File: src/rtl/led_fader_pkg.sv
// Shared encodings and constants for the LED fader and its PWM generator.
package led_fader_pkg;

    localparam int unsigned PWM_W  = 8;
    localparam int unsigned DUTY_W = PWM_W + 1;
    localparam int unsigned CALC_W = PWM_W + 2;

    localparam logic [DUTY_W-1:0] DUTY_FULL = DUTY_W'(1 << PWM_W);

    typedef enum logic [1:0] {
        MODE_OFF   = 2'b00,
        MODE_BLINK = 2'b01,
        MODE_FADE  = 2'b10,
        MODE_HOLD  = 2'b11
    } mode_e;

    typedef enum logic [2:0] {
        S_OFF     = 3'd0,
        S_BLINK   = 3'd1,
        S_UP      = 3'd2,
        S_HOLD_HI = 3'd3,
        S_DOWN    = 3'd4,
        S_HOLD_LO = 3'd5,
        S_HOLD    = 3'd6
    } state_e;

    typedef struct packed {
        state_e              state;
        logic [DUTY_W-1:0]   duty;
    } entry_t;

    // State and duty a mode starts from when it is newly selected.
    function automatic entry_t mode_entry(input mode_e m);
        entry_t e;
        e.state = S_OFF;
        e.duty  = '0;
        case (m)
            MODE_BLINK: e.state = S_BLINK;
            MODE_FADE:  e.state = S_UP;
            MODE_HOLD: begin
                e.state = S_HOLD;
                e.duty  = DUTY_FULL;
            end
            default: ;
        endcase
        return e;
    endfunction

endpackage

File: src/rtl/led_fader_pwm_gen.sv
// Free-running 256-cycle PWM counter with registered true/complementary comparators.
module pwm_gen
    import led_fader_pkg::*;
(
    input  logic              clk,
    input  logic              rst_n,
    input  logic [DUTY_W-1:0] duty,
    input  logic              enable,
    output logic [1:0]        led
);

    logic [PWM_W-1:0]  pwm_cnt_q, pwm_cnt_d;
    logic [1:0]        led_q, led_d;
    logic [DUTY_W-1:0] cnt_ext;
    logic [DUTY_W-1:0] inv_duty;

    always_comb begin
        pwm_cnt_d = pwm_cnt_q + PWM_W'(1);
        cnt_ext   = {1'b0, pwm_cnt_q};
        inv_duty  = DUTY_FULL - duty;
        led_d     = '0;
        if (enable) begin
            led_d[0] = (cnt_ext < duty);
            led_d[1] = (cnt_ext < inv_duty);
        end
    end

    always_ff @(posedge clk or negedge rst_n) begin
        if (!rst_n) begin
            pwm_cnt_q <= '0;
            led_q     <= '0;
        end else begin
            pwm_cnt_q <= pwm_cnt_d;
            led_q     <= led_d;
        end
    end

    assign led = led_q;

endmodule

File: src/rtl/led_fader.sv
// LED fader: mode-driven duty sequencer (off, blink, triangular fade, full hold) feeding a PWM generator.
module led_fader
    import led_fader_pkg::*;
#(
    parameter int unsigned STEP       = 16,
    parameter int unsigned HOLD_TICKS = 2
) (
    input  logic       CLOCK_50,
    input  logic       RESET_N,
    input  logic       tick,
    input  logic [1:0] mode,
    output logic [1:0] LED,
    output logic [2:0] phase,
    output logic       cycle_done
);

    localparam logic [CALC_W-1:0] STEP_C    = CALC_W'(STEP);
    localparam logic [CALC_W-1:0] FULL_C    = CALC_W'(DUTY_FULL);
    localparam logic [7:0]        HOLD_LAST = 8'(HOLD_TICKS - 1);

    mode_e             mode_in;
    mode_e             mode_q, mode_d;
    state_e            state_q, state_d;
    logic [DUTY_W-1:0] duty_q, duty_d;
    logic [7:0]        hold_q, hold_d;
    logic              done_q, done_d;
    logic [CALC_W-1:0] up_sum;
    logic [CALC_W-1:0] dn_diff;
    entry_t            entry;
    logic              pwm_en;

    always_comb begin
        mode_in = mode_e'(mode);
        entry   = mode_entry(mode_in);
        mode_d  = mode_in;
        state_d = state_q;
        duty_d  = duty_q;
        hold_d  = hold_q;
        done_d  = 1'b0;
        // Widened so a full-scale step cannot wrap; the sign bit of dn_diff flags undershoot.
        up_sum  = CALC_W'(duty_q) + STEP_C;
        dn_diff = CALC_W'(duty_q) - STEP_C;

        if (mode_in != mode_q) begin
            state_d = entry.state;
            duty_d  = entry.duty;
            hold_d  = '0;
        end else if (tick) begin
            case (state_q)
                S_BLINK: duty_d = (duty_q == '0) ? DUTY_FULL : '0;
                S_UP: begin
                    if (up_sum >= FULL_C) begin
                        duty_d  = DUTY_FULL;
                        state_d = S_HOLD_HI;
                        hold_d  = '0;
                    end else begin
                        duty_d = up_sum[DUTY_W-1:0];
                    end
                end
                S_DOWN: begin
                    if (dn_diff[CALC_W-1] || (dn_diff == '0)) begin
                        duty_d  = '0;
                        state_d = S_HOLD_LO;
                        hold_d  = '0;
                    end else begin
                        duty_d = dn_diff[DUTY_W-1:0];
                    end
                end
                S_HOLD_HI, S_HOLD_LO: begin
                    if (hold_q == HOLD_LAST) begin
                        hold_d = '0;
                        if (state_q == S_HOLD_HI) begin
                            state_d = S_DOWN;
                        end else begin
                            state_d = S_UP;
                            done_d  = 1'b1;
                        end
                    end else begin
                        hold_d = hold_q + 8'd1;
                    end
                end
                default: ;
            endcase
        end
    end

    always_ff @(posedge CLOCK_50 or negedge RESET_N) begin
        if (!RESET_N) begin
            mode_q  <= MODE_OFF;
            state_q <= S_OFF;
            duty_q  <= '0;
            hold_q  <= '0;
            done_q  <= 1'b0;
        end else begin
            mode_q  <= mode_d;
            state_q <= state_d;
            duty_q  <= duty_d;
            hold_q  <= hold_d;
            done_q  <= done_d;
        end
    end

    assign pwm_en = (state_q != S_OFF);

    pwm_gen u_pwm (
        .clk    (CLOCK_50),
        .rst_n  (RESET_N),
        .duty   (duty_q),
        .enable (pwm_en),
        .led    (LED)
    );

    assign phase      = state_q;
    assign cycle_done = done_q;

endmodule

File: config.mk
export PLATFORM = sky130hd
export DESIGN_NAME = led_fader
export DESIGN_NICKNAME = d
export VERILOG_FILES = /design/src/rtl/led_fader_pkg.sv /design/src/rtl/led_fader_pwm_gen.sv /design/src/rtl/led_fader.sv
export SDC_FILE = /design/constraint.sdc
export NUM_CORES = 1
export LEC_CHECK = 0
export BUFFER_PORTS_ARGS = -buffer_cell sky130_fd_sc_hd__clkbuf_2
export CAP_MARGIN = 20
export CORE_ASPECT_RATIO = 0.5
export CORE_MARGIN = 2
export CORE_UTILIZATION = 55
export CTS_BUF_LIST = sky130_fd_sc_hd__clkbuf_4 sky130_fd_sc_hd__clkbuf_8 sky130_fd_sc_hd__clkbuf_16
export CTS_CLUSTER_DIAMETER = 50
export DETAILED_ROUTE_END_ITERATION = 8
export GPL_ROUTABILITY_DRIVEN = 0
export PLACE_DENSITY = 0.76
export SETUP_SLACK_MARGIN = 0.02
export SLEW_MARGIN = 20
export SYNTH_ARGS = -nofsm -noshare
export SYNTH_HDL_FRONTEND = slang
export SYNTH_SLANG_ARGS = --single-unit
File: constraint.sdc
create_clock -name CLOCK_50 -period 1.9 [get_ports CLOCK_50]
set_input_delay 0.38 -clock CLOCK_50 [delete_from_list [all_inputs] [get_ports CLOCK_50]]
set_output_delay 0.38 -clock CLOCK_50 [all_outputs]
set_load 0.01 [all_outputs]
[Yosys cells after proc, flatten, opt, wreduce, memory -nomap -nowiden]
Index checks and enable logic that the tools add are counted.
Word-level totals
  register bits after elaboration: 33
  bits in latches: 0
  bits in writable memories: 0
  ROM bits: 0
  bits of input ports: 5
  output and inout bits: 6
  word-level logic and storage cells: 66
  memories kept: 0
Cells by class
  add/subtract/negate cells: 5
  multiply operators: 0
  div/mod/pow operators: 0
  magnitude comparators: 3
  equal/unequal tests: 13
  shift operators: 0
  muxes and demuxes: 27
  bitwise logic cells: 0
  reduce and logical (&&, ||, !) cells: 11
Operator list (count)
  $mux W9: 6
  $mux W8: 5
  $pmux W9 S3: 1
  $pmux W8 S3: 1
  $lt A8 B9 Y1: 2
  $mux W3: 6
  $pmux W3 S3: 2
  $add A8 B1 Y8 const B: 2
  $add A9 B5 Y10 const B: 1
  $ge A10 B9 Y1 const B: 1
  $logic_not A10 Y1: 1
  $sub A9 B5 Y10 const B: 1
  $logic_not A9 Y1: 1
  $ne A3 B3 Y1 const B: 3
  $sub A9 B9 Y9 const A: 1
  $eq A8 B1 Y1 const B: 1
  $reduce_bool A4 Y1: 2
  $eq A3 B2 Y1 const B: 2
  $eq A3 B3 Y1 const B: 2
  $mux W1: 5
  $reduce_and A5 Y1: 1
  $eq A2 B2 Y1 const B: 2
  $reduce_and A4 Y1: 1
  $eq A3 B1 Y1 const B: 1
  other kinds (8): 8

[Longest topological paths before layout]
  word-level depth: 7
  gate-level depth with buffers: 9
  gate-level depth less buffers: 9

[Hierarchy]
A second synthesis with hierarchy kept.
Unflattened totals
  cell total of the unflattened synthesis: 242
  area total of the unflattened synthesis: 2225.9 um2
By module, submodules not included
  led_fader: instances 1, cells an instance 158, area an instance 1397.6 um2
  pwm_gen: instances 1, cells an instance 84, area an instance 828.3 um2

[Least setup slack after synthesis]
Ideal clock, no wire load.
  path kind: register to register
  start: register duty_q[4]
  end: register state_q[0] (netlist: phase[0])
  arrival: 1.988 ns
  data required time: 1.775 ns
  slack: -0.213 ns
  stages on the path, launching flop included: 8
  cell sequence: dfrtp_1 > inv_1 > ha_1 > xor2_1 > nor3_2 > nor4_4 > a21oi_4 > mux2_4
Between the ends
  longest elaborated chain between the ends: 5
RTL lines
  start, declared: RTL line led_fader.sv:24  | logic [DUTY_W-1:0] duty_q, duty_d;
  start signal, assigned: RTL line led_fader.sv:97  | duty_q <= duty_d;
  parallel branches: the longest is 4 deep, another holds $add A9 B5 Y10
  $reduce_and A5 Y1 (no source line) *
  end signal, assigned: RTL line led_fader.sv:96  | state_q <= state_d;
  end, declared: RTL line led_fader.sv:23  | state_e state_q, state_d;
Mark *: on every way between the ends.
A chain may end at the register's enable or synchronous reset.

[Worst setup path after layout]
  start: register duty_q[4]
  end: register u_pwm.led_q[1] (netlist: u_pwm.led[1])
Between the ends
  longest elaborated chain between the ends: 3
RTL lines
  $sub A9 B9 Y9: RTL line led_fader_pwm_gen.sv:20  | inv_duty = DUTY_FULL - duty;
  $lt A8 B9 Y1: RTL line led_fader_pwm_gen.sv:24  | led_d[1] = (cnt_ext < inv_duty);
  $mux W2: RTL line led_fader_pwm_gen.sv:22  | if (enable) begin
  named net u_pwm.led_d[1]: RTL line led_fader_pwm_gen.sv:13  | logic [1:0] led_q, led_d;
  end signal, assigned: RTL line led_fader_pwm_gen.sv:34  | led_q <= led_d;
  end, declared: RTL line led_fader_pwm_gen.sv:13
The timed path passes the listed nets, and every way through them passes these cells.

==> results.py <==
metrics = {
    "layout": {
        "layout.cells.non_filler": 289,
        "final_core_util_pct": 70.43,
        "drive_gt1_share_pct": 27.73,
        "final_nets": 259,
        "area_growth_pct": 22.50,
        "n_antenna_cell": 0,
        "design_area_mm2": 0.002432,
    },
    "setup_path": {
        "worstPathCellList": "buf_6 > or3_4 > buf_6 > xnor2_2 > ha_1 > o21ai_1 > nand2b_1 > a21oi_2",
        "cp_slowest_cell": "dfrtp_2",
        "cp.buffers_inverters": 2,
        "cp.arrival_ps": 2140,
        "crit_top_cell": "buf_6",
        "setup.worst_path.end_class": "flop",
        "worstPathRequired_ps": 2110,
        "critPathKind": "flop to flop",
        "startpoint_type": "flop",
        "crit_fanout": 5,
        "crit_family": "simple AND/OR/NAND/NOR gates",
        "slowest_delay_ps": 470,
    },
    "drt": {
        "detail-route-antenna-nets": 0,
        "drt-total-wl_um": 4862,
        "dr_wl_met3_um": 267,
        "top_layer": "met4",
        "initialDrtViolationCount": 181,
        "drc": 0,
        "dr_wl_met2_um": 2389,
        "firstDrtPassIters": 5,
        "viasPerCell": 5.862,
        "routedLengthMet1_um": 2081,
        "vias": 1694,
        "wl_per_cell_um": 16.82,
    },
    "synthesis": {
        "synth-edff-count": 0,
        "synthArstFlopShare_pct": 100.0,
        "avgSynthCellArea_um2": 9.686,
        "synthTopCellsByArea": "dfrtp_1 (37%), ha_1 (9.5%), nand3_1 (3.3%), xor2_1 (3.1%), o21ai_0 (3.0%)",
        "syn-num-nets": 225,
        "synth_seq_cells": 29,
        "synth_area_mm2": 0.001986,
        "yosysSeqAreaShare_pct": 36.55,
        "syn_inst": 205,
        "ys_warn_count": 0,
        "yosysTopAreaCellShare_pct": 36.55,
        "synth_cell_types": 49,
        "synth_ff_type": "dfrtp_1",
        "yosysTopAreaCell": "dfrtp_1",
    },
    "power_and_ir_drop": {
        "ir_worst_vdd_v": 0.0005337,
        "p_leak_nw": 1.002,
        "p_int_mw": 1.234,
        "pwr-share-comb_pct": 38.9,
        "p_switching_mw": 0.6593,
        "swShare_pct": 34.82,
        "p_seq_share_pct": 36.5,
        "powerDensity_mw_per_mm2": 778.4,
        "pwr-share-clk_pct": 24.7,
    },
    "placement": {
        "io_buffers": 10,
        "dp_hpwl_um": 3231,
        "place_area_mm2": 0.002227,
        "dp.cells": 278,
    },
    "run_status": {
        "outcome": "complete, but fails checks",
        "violations": "negative setup slack",
    },
    "clock_network": {
        "clock-sinks": 29,
        "clkTransAtPathRegs_ps": 60,
        "cts.htree.levels": 2,
        "clockRootBuffer": "clkbuf_8",
        "clock_latency_ps": 290,
        "cts_tree": "built",
        "cts_buffer_depth": 2,
        "cts_buffers": 5,
    },
    "timing": {
        "rsz0062_at_grt": "yes",
        "finalCritPeriodShare_pct": 101.6,
        "slew_headroom_pct": 50.09,
        "max_freq_mhz": 518.2,
        "tns_ps": -61.12,
        "fin_skew_ps": 5.756,
        "fin_crit_ps": 1930,
        "setup_viol": 4,
        "slew_viol_final": 0,
        "holdWs_ps": 151.7,
        "hold_viol": 0,
        "worstMarginPinSlew_ps": 748.6,
        "setup_slack_ps": -29.76,
    },
    "grt": {
        "grt_pass1_wl_um": 7866,
        "first_global_vias": 1728,
        "antenna_found_initial": 0,
        "gr-usage-all-layers_pct": 26.29,
        "overflow": 0,
        "grt_max_degree": 30,
    },
    "floorplan": {
        "die-area_mm2": 0.004136,
        "core_mm2": 0.003453,
        "io_pins": 11,
        "start_util_pct": 57.50,
        "row_count": 15,
        "die_y_um": 46.49,
        "die_w_um": 88.98,
    },
    "min_path": {
        "min_path_type": "input port to asynchronous set/reset pin",
    },
    "job": {
        "max_cap_viol_count": 0,
    },
}
## stage by stage
stage               worst slack, ps  total power, mW
finish                       -29.76            1.893
global route                 -63.12            1.999
CTS                          -10.79            1.835
detailed placement           -53.57            1.334
global placement             -8.341            1.321
floorplan                    -14.49            1.114
## layout by cell type (no fill, tap or decap), types with 2 or more instances in the layout
master / netlist / layout
mux2i_1: 3 / 3
xnor2_1: 6 / 5
o21ai_1: 0 / 4
nor3_1: 3 / 3
ha_2: 0 / 2
xor2_1: 7 / 6
ha_1: 15 / 11
a21boi_0: 3 / 3
nand3b_1: 4 / 4
or3_1: 2 / 2
nor3_4: 0 / 2
buf_6: 2 / 4
nor2_1: 10 / 10
o21a_1: 4 / 4
nand2_1: 9 / 9
and2_1: 2 / 2
dfrtp_1: 29 / 28
a21oi_1: 6 / 5
clkbuf_2: 0 / 10
nand2b_1: 5 / 4
ha_4: 0 / 2
o211ai_1: 7 / 7
nand4_1: 7 / 7
o21ai_0: 12 / 8
nor2b_1: 3 / 3
nand3_1: 13 / 13
a31oi_1: 4 / 4
buf_4: 3 / 22
clkbuf_8: 0 / 5
nor4_1: 2 / 2
inv_1: 14 / 12
## layer usage
layer  track usage, %  up-vias
li1                 -      807
met2            45.52       56
met1            29.71      816
met5                0        -
met3            7.885       15
met4            15.22        0
## repair_timing
item | 4_1_cts | 5_1_grt
hold buffers | 0 | 0
resized for setup | 9 | 15
pin swaps | 4 | 4
setup buffers | 6 | 2
setup endpoints to repair | 14 | 16
## worst reg2reg max path, cell delays in order (launching register included)
cell and delay [ps]:
dfrtp_2 470, buf_6 140, or3_4 380, buf_6 140
xnor2_2 120, ha_1 270, o21ai_1 90, nand2b_1 100
a21oi_2 150
## synth_stat cells (all sizes together) (7+ instances only)
master and number:
dfrtp 29, inv 14, nor2 10, nand3 13
a21oi 7, o21ai 12, ha 15, buf 9
o211ai 7, xor2 7, nand4 7, nand2 9
## registers in the layout, indices dropped and copies added (netlist names)
signal	count
hold_q	8
u_pwm.pwm_cnt_q	8
duty_q	5
phase	3
mode_q	2
u_pwm.led	2
cycle_done	1
## path summary, 6_finish.rpt
check                                           to  cells past startpoint  slack [ps]                from
worst max-delay path                  u_pwm.led[1]                      8         -30           duty_q[4]
worst min-delay path                     hold_q[0]                      1         150             RESET_N
worst max register to register        u_pwm.led[1]                      8         -30           duty_q[4]
worst min register to register  u_pwm.pwm_cnt_q[0]                      1         480  u_pwm.pwm_cnt_q[0]
max in group asynchronous                duty_q[4]                      1        1230             RESET_N
min in group CLOCK_50                    mode_q[0]                      1         260             mode[0]
## power groups by stage
stage / clock (mW) / combinational, mW / sequential (mW)
final: 0.467 / 0.736 / 0.691
after global routing: 0.503 / 0.800 / 0.696
after CTS: 0.474 / 0.670 / 0.690
after detailed placement: 0 / 0.635 / 0.699
after global placement: 0 / 0.623 / 0.699
after floorplan: 0 / 0.401 / 0.713
## logic make-up (layout without fill, tap and decap cells)
logic type / Yosys count / count (layout) / share of synthesized area, %
compound gates: 46 / 46 / 16.95
xor+xnor: 13 / 13 / 5.734
fa+ha+maj: 15 / 15 / 9.452
buf+inv: 24 / 57 / 6.112
flops: 29 / 29 / 36.55
mux: 4 / 4 / 2.268
simple gates: 74 / 74 / 22.94
## layout make-up
| cell class | count | area, um2 |
|---|---|---|
| Multi-Input combinational cell | 152 | 1232 |
| Fill cell | 267 | 1021 |
| Sequential cell | 29 | 726.9 |
| Timing Repair Buffer | 37 | 280.3 |
| Clock buffer | 5 | 68.82 |
| Tap cell | 51 | 63.81 |
| Inverter | 14 | 55.05 |
| Clock inverter | 1 | 5.005 |
No activity file was read; power rests on OpenSTA's default activity.
